--- src/rtl/dpram_fifo_ctrl.sv ---
// dpram_fifo_ctrl
//
// Turns a 16 x 8 dual-port RAM (registered read on port B, common clock)
// into a first-word-fall-through FIFO. Port A is used for writes only and
// port B for reads only. A 2-entry output buffer absorbs the one-cycle RAM
// read latency. With it, the controller sustains one word per cycle in and
// one word per cycle out.
//
// Ports:
//   clk, rst               system clock; asynchronous active-high reset
//   s_valid/s_ready/s_data upstream stream in (s_ready = !full)
//   m_valid/m_ready/m_data downstream stream out (head of the FIFO)
//   ram_wea/addra/dina     RAM port A (write)
//   ram_web/addrb          RAM port B (read; web is always 0)
//   ram_doutb              RAM port B registered read data
//   full                   RAM occupancy == DEPTH
//   empty                  nothing held anywhere (RAM, in flight, buffer)
//   count                  total words held, 0 .. DEPTH+2
//
// Optional build macro DPRAM_FIFO_AFULL_EN adds parameter AF_LEVEL and the
// registered output almost_full = (RAM occupancy >= AF_LEVEL).

module dpram_fifo_ctrl #(
    parameter int DATA_W = 8,
    parameter int ADDR_W = 4
`ifdef DPRAM_FIFO_AFULL_EN
    ,
    parameter int AF_LEVEL = 12
`endif
) (
    input  logic              clk,
    input  logic              rst,
    input  logic              s_valid,
    output logic              s_ready,
    input  logic [DATA_W-1:0] s_data,
    output logic              m_valid,
    input  logic              m_ready,
    output logic [DATA_W-1:0] m_data,
    output logic              ram_wea,
    output logic [ADDR_W-1:0] ram_addra,
    output logic [DATA_W-1:0] ram_dina,
    output logic              ram_web,
    output logic [ADDR_W-1:0] ram_addrb,
    input  logic [DATA_W-1:0] ram_doutb,
    output logic              full,
    output logic              empty,
    output logic [ADDR_W+1:0] count
`ifdef DPRAM_FIFO_AFULL_EN
    ,
    output logic              almost_full
`endif
);

    logic [ADDR_W-1:0] wr_ptr;
    logic [ADDR_W-1:0] rd_ptr;
    logic [ADDR_W:0]   ram_used;      // words in RAM, written at prior edges
    logic [ADDR_W:0]   ram_used_nxt;
    logic              inflight;      // a RAM read was issued last edge
    logic [DATA_W-1:0] obuf0;         // head entry, drives m_data
    logic [DATA_W-1:0] obuf1;
    logic [1:0]        obuf_cnt;

    logic              push;
    logic              pop;
    logic              rd_issue;
    logic [2:0]        slots_claimed;

    // ram_used never exceeds DEPTH = 2**ADDR_W, so its MSB alone means full.
    assign full    = ram_used[ADDR_W];
    assign s_ready = !full;
    assign push    = s_valid && s_ready;
    assign pop     = m_valid && m_ready;
    assign m_valid = (obuf_cnt != 2'd0);
    assign m_data  = obuf0;
    assign empty   = (count == '0);

    assign ram_wea   = push;
    assign ram_addra = wr_ptr;
    assign ram_dina  = push ? s_data : '0;
    assign ram_web   = 1'b0;
    assign ram_addrb = rd_ptr;

    // Buffer slots that stay occupied after this edge; a new read may only
    // be issued if its word is guaranteed a slot when it lands.
    assign slots_claimed = {1'b0, obuf_cnt} + {2'b00, inflight} - {2'b00, pop};
    assign rd_issue      = (ram_used != '0) && (slots_claimed < 3'd2);

    // NOTE: every signal assigned in always_comb gets a value on every path
    // (here via the leading default), otherwise a latch is inferred.
    always_comb begin
        ram_used_nxt = ram_used;
        if (push && !rd_issue)
            ram_used_nxt = ram_used + 1'b1;
        else if (!push && rd_issue)
            ram_used_nxt = ram_used - 1'b1;
    end

    // NOTE: state registers use non-blocking assignments so every register
    // samples pre-edge values regardless of statement order.
    always_ff @(posedge clk or posedge rst) begin
        if (rst) begin
            wr_ptr   <= '0;
            rd_ptr   <= '0;
            ram_used <= '0;
            inflight <= 1'b0;
            count    <= '0;
            obuf_cnt <= 2'd0;
            // NOTE: the buffer data registers are reset too, because the
            // head entry is visible on m_data and must read 0 after reset.
            obuf0    <= '0;
            obuf1    <= '0;
        end else begin
            if (push)
                wr_ptr <= wr_ptr + 1'b1;
            if (rd_issue)
                rd_ptr <= rd_ptr + 1'b1;
            ram_used <= ram_used_nxt;
            inflight <= rd_issue;
            count    <= count + {{(ADDR_W+1){1'b0}}, push}
                              - {{(ADDR_W+1){1'b0}}, pop};

            // In-order skid buffer: obuf0 is always the oldest word.
            case ({pop, inflight})
                2'b01: begin
                    if (obuf_cnt == 2'd0)
                        obuf0 <= ram_doutb;
                    else
                        obuf1 <= ram_doutb;
                    obuf_cnt <= obuf_cnt + 2'd1;
                end
                2'b10: begin
                    // With one entry left obuf0 keeps its value so m_data
                    // holds the last word while m_valid is low.
                    if (obuf_cnt == 2'd2)
                        obuf0 <= obuf1;
                    obuf_cnt <= obuf_cnt - 2'd1;
                end
                2'b11: begin
                    if (obuf_cnt == 2'd2) begin
                        obuf0 <= obuf1;
                        obuf1 <= ram_doutb;
                    end else begin
                        obuf0 <= ram_doutb;
                    end
                end
                default: ;
            endcase
        end
    end

`ifdef DPRAM_FIFO_AFULL_EN
    always_ff @(posedge clk or posedge rst) begin
        if (rst)
            almost_full <= 1'b0;
        else
            almost_full <= (ram_used_nxt >= (ADDR_W+1)'(AF_LEVEL));
    end
`endif

endmodule

--- config.mk ---
export PLATFORM = sky130hd
export DESIGN_NAME = dpram_fifo_ctrl
export DESIGN_NICKNAME = d
export VERILOG_FILES = /design/src/rtl/dpram_fifo_ctrl.sv
export SDC_FILE = /design/constraint.sdc
export NUM_CORES = 1
export LEC_CHECK = 0
export CORE_ASPECT_RATIO = 2
export CORE_MARGIN = 3
export CORE_UTILIZATION = 40
export DETAILED_ROUTE_END_ITERATION = 8
export GPL_ROUTABILITY_DRIVEN = 0
export GPL_TIMING_DRIVEN = 0
export MAX_ROUTING_LAYER = met4
export PLACE_DENSITY = 0.75
export SKIP_LAST_GASP = 1
export SLEW_MARGIN = 20
export SYNTH_ARGS = -nofsm -noshare
export SYNTH_HDL_FRONTEND = slang
export SYNTH_SLANG_ARGS = --single-unit
--- constraint.sdc ---
create_clock -name clk -period 3.5 [get_ports clk]
set_clock_uncertainty 0.15 [all_clocks]
set_input_delay 0.875 -clock clk [delete_from_list [all_inputs] [get_ports clk]]
set_output_delay 0.875 -clock clk [all_outputs]
set_load 0.005 [all_outputs]
==> flow_summary.toml <==
[outcome]
run_status = "finished, final reports clean"

[pwr]
power_frac_clock = 0.153
worst_ir_drop_vdd_mv = 0.691
power.share.switching = 0.348
combinationalPowerShare = 0.552
netSwitchingPower_w = 0.00102
p_leak_nw = 1.26
p_int_w = 0.00192
p_seq_frac = 0.295
power_per_standard_cell_area_mw_per_mm2 = 1030

[drt]
vias_per_cell = 4.90
iter_0_drt_violations = 41
post-route-drc-count = 0
vias = 1466
wl_per_cell_um = 13.8
detail_route.first_pass.iterations = 4
ant_nets = 0
wl_mm = 4.14

[timing]
timing.setup.tns_ns = 0
timing.final.hold_violations = 0
clock.fmax_mhz = 297
grt_setup_unrepaired = "no"
timing.final.crit_period_ns = 3.36
min_period_over_period = 0.961
slew_headroom = 0.665
final_max_slew_viol_count = 0
timing_worst_slew_pin_value_ns = 0.499
setup-violations-final = 0

[clocking]
clkLatencyLatePin_ns = 0.30
cts-htree-levels = 2
clockRootBuffer = "sky130_fd_sc_hd__clkbuf_8"
clk_pin_slew_worst_setup_hold_paths_ns = 0.07
inserted_clock_buffers = 5
clock_path_buffers = 2
cts.sinks = 38
tritoncts = "yes"

[placed_design]
postPlaceCellArea_mm2 = 0.00266
hpwlAfterDp_mm = 3.19
io_buffer_count = 54

[worst_setup_path]
max_stage_delay_ns = 0.51
r2r_slack_ns = 0.47
critical_path.cell_chain = "clkdlybuf4s50_1 > nor2b_4 > clkbuf_8 > and2_1 > clkdlybuf4s50_1"
worst-endpoint-required_ns = 2.47
worst_r2r_path_depth = 14
critPathSlowestCell = "sky130_fd_sc_hd__clkdlybuf4s50_1"
crit_path_start = "s_valid"
worst-endpoint-arrival_ns = 2.34
cp_common_cell = "sky130_fd_sc_hd__clkdlybuf4s50_1"
criticalPathCategory = "in2out"
critPathLaunchType = "input port"
rr_startpoint = "obuf_cnt[1]$_DFFE_PP0P_"
endpoint_kind = "output pin"
capture_instance_of_the_worst_register_to_register_path = "ram_used[3]$_DFFE_PP0P_"
maximum_fanout_count_along_the_critical_path = 12

[synthesis]
ys_async_sr_fraction = 1.00
synth.yosys.seq_area_share = 0.471
mappedNetlistNets = 213
yosys_register_bits = 38
post_synth.cell_area_avg_um2 = 11.4
synth_area_mm2 = 0.00202
gate_count_post_synth = 177
ys_dominant_reg_cell = "sky130_fd_sc_hd__dfrtp_1"
synth.distinct_cells = 38
synth-edff-count = 0
yosysWarnings = 0

[global_routing]
global_route.overflow_total = 0
largest_net_degree_at_the_start_of_global_routing = 29
antenna_found_initial = 0
grt_pass1_vias = 1548
first_pass_grt_wire_length_mm = 7.15
grt.total_usage = 0.156

[finish]
drive_gt1_frac = 0.231
finalNetCount = 277
flow.area_growth_from_synthesis_pct = 41.2
antenna_cells_inserted = 0
postLayoutCellArea_mm2 = 0.00285
fill_cells = 412

[die]
floorplan.initialDensity = 0.415
dieHeight_um = 107
design.die.area_mm2 = 0.00599
die_width_um = 56.3
floorplan_row_count = 36
top_level_ports = 56
design.core.area_mm2 = 0.00486

[min_path]
worstHoldEndpoint = "ram_addrb[3]$_DFFE_PP0P_"
hold_path_class = "reg2reg"
holdCritStartpoint = "ram_addrb[3]$_DFFE_PP0P_"
hold_depth = 1

[flow_run]
maxCapViolations = 0
==> placed cells by master, fill, tap and decap left out, types with 6 or more instances in the layout <==
master and n:
sky130_fd_sc_hd__a21oi_1 6, sky130_fd_sc_hd__and2_1 8, sky130_fd_sc_hd__clkbuf_8 7, sky130_fd_sc_hd__clkdlybuf4s50_1 53
sky130_fd_sc_hd__dfrtp_1 38, sky130_fd_sc_hd__ha_1 12, sky130_fd_sc_hd__inv_1 14, sky130_fd_sc_hd__mux2_2 10
sky130_fd_sc_hd__nand2_1 12, sky130_fd_sc_hd__o221a_2 8, sky130_fd_sc_hd__or2_2 9, sky130_fd_sc_hd__xnor2_1 7
sky130_fd_sc_hd__xor2_1 8
==> kinds of logic after synthesis <==
kind of cell,after synthesis,synth area share
mux,12,0.0681
simple gates,45,0.124
fa+ha+maj,16,0.110
flops,38,0.471
buf+inv,22,0.0477
compound gates,27,0.108
xor+xnor,16,0.0694
other cells,1,0.00186
==> flip-flops by register name (all words and copies together) (netlist names) <==
register / count
inflight: 1
m_data: 8
ram_addra: 4
ram_used: 5
ram_addrb: 4
obuf1: 8
count: 6
obuf_cnt: 2
==> critical path: cells and delay by family <==
kind / cells / cell delay, ns
buffers and inverters: 3 / 1.16
AND/OR/NAND/NOR: 2 / 0.30
==> power groups by stage <==
stage / logic [W] / clock network (W) / registers (W)
6_report: 0.00162 / 0.000450 / 0.000869
2_1_floorplan: 0.00103 / 0 / 0.000849
4_1_cts: 0.00160 / 0.000461 / 0.000867
3_3_place_gp: 0.00153 / 0 / 0.000864
3_5_place_dp: 0.00158 / 0 / 0.000875
5_1_grt: 0.00183 / 0.000478 / 0.000905
==> Yosys cell counts (2+ instances only) <==
| library cell | instances | area (um^2) |
|---|---|---|
| sky130_fd_sc_hd__xor2_1 | 8 | 70.1 |
| sky130_fd_sc_hd__dfrtp_1 | 38 | 951 |
| sky130_fd_sc_hd__nand3_1 | 2 | 10.0 |
| sky130_fd_sc_hd__a21o_1 | 2 | 15.0 |
| sky130_fd_sc_hd__clkbuf_1 | 3 | 11.3 |
| sky130_fd_sc_hd__nand2_1 | 12 | 45.0 |
| sky130_fd_sc_hd__fa_1 | 3 | 60.1 |
| sky130_fd_sc_hd__nor3_1 | 2 | 10.0 |
| sky130_fd_sc_hd__and2_1 | 8 | 50.1 |
| sky130_fd_sc_hd__nor2_1 | 3 | 11.3 |
| sky130_fd_sc_hd__xnor2_1 | 8 | 70.1 |
| sky130_fd_sc_hd__o221a_2 | 8 | 90.1 |
| sky130_fd_sc_hd__ha_1 | 13 | 163 |
| sky130_fd_sc_hd__a21oi_1 | 8 | 40.0 |
| sky130_fd_sc_hd__mux2_2 | 10 | 113 |
| sky130_fd_sc_hd__or2_2 | 9 | 56.3 |
| sky130_fd_sc_hd__inv_1 | 17 | 63.8 |
| sky130_fd_sc_hd__o21ai_0 | 3 | 15.0 |
==> metrics by stage <==
| stage | hold WS (ns) | instances | setup WS, ns | utilization | power (W) |
|---|---|---|---|---|---|
| 4_1_cts | 0.321 | 298 | 0.0256 | 0.579 | 0.00292 |
| 3_5_place_dp | 0.307 | 289 | -0.951 | 0.547 | 0.00245 |
| 5_1_grt | 0.350 | 299 | 0.0477 | 0.587 | 0.00321 |
| 6_report | 0.318 | 299 | 0.137 | 0.587 | 0.00294 |
| 3_3_place_gp | 0.309 | 288 | -0.944 | 0.543 | 0.00239 |
| 2_1_floorplan | 0.315 | 177 | 0.0150 | - | 0.00188 |
==> repair_timing <==
item                                    CTS  global route
pin swaps                                 1             2
endpoints found under the setup margin   14             8
resized for setup                         7             5
hold buffers                              0             0
setup buffers                             1             1
==> routing by layer <==
metal / up-vias / track usage / routed length (um)
met4: 0 / 0.0662 / 89
li1: 723 / - / -
met3: 6 / 0.0207 / 115
met5: - / - / 0
met1: 709 / 0.163 / 1560
met2: 28 / 0.286 / 2370
==> worst max path at each step <==
stage                              end  slack, ns  depth (start not counted)
3_3_place_gp   ram_used[3]$_DFFE_PP0P_      -0.94                         15
2_1_floorplan  ram_used[3]$_DFFE_PP0P_       0.02                         14
4_1_cts        ram_used[4]$_DFFE_PP0P_       0.03                         15
6_report                   ram_dina[7]       0.14                          5
5_1_grt        ram_used[3]$_DFFE_PP0P_       0.05                         15
3_5_place_dp   ram_used[3]$_DFFE_PP0P_      -0.95                         15
==> area by class of cell <==
class,instances,area [um^2],share of cell area
inverters,17,63.8,0.0224
clock inverters,3,68.8,0.0241
multi-input cells,117,1010,0.354
clock buffers,5,68.8,0.0241
well taps,57,71.3,0.0250
repair buffers,57,577,0.202
flip-flops and latches,38,951,0.333
plain buffers,5,42.5,0.0149
(Power assumes the default switching activity.)
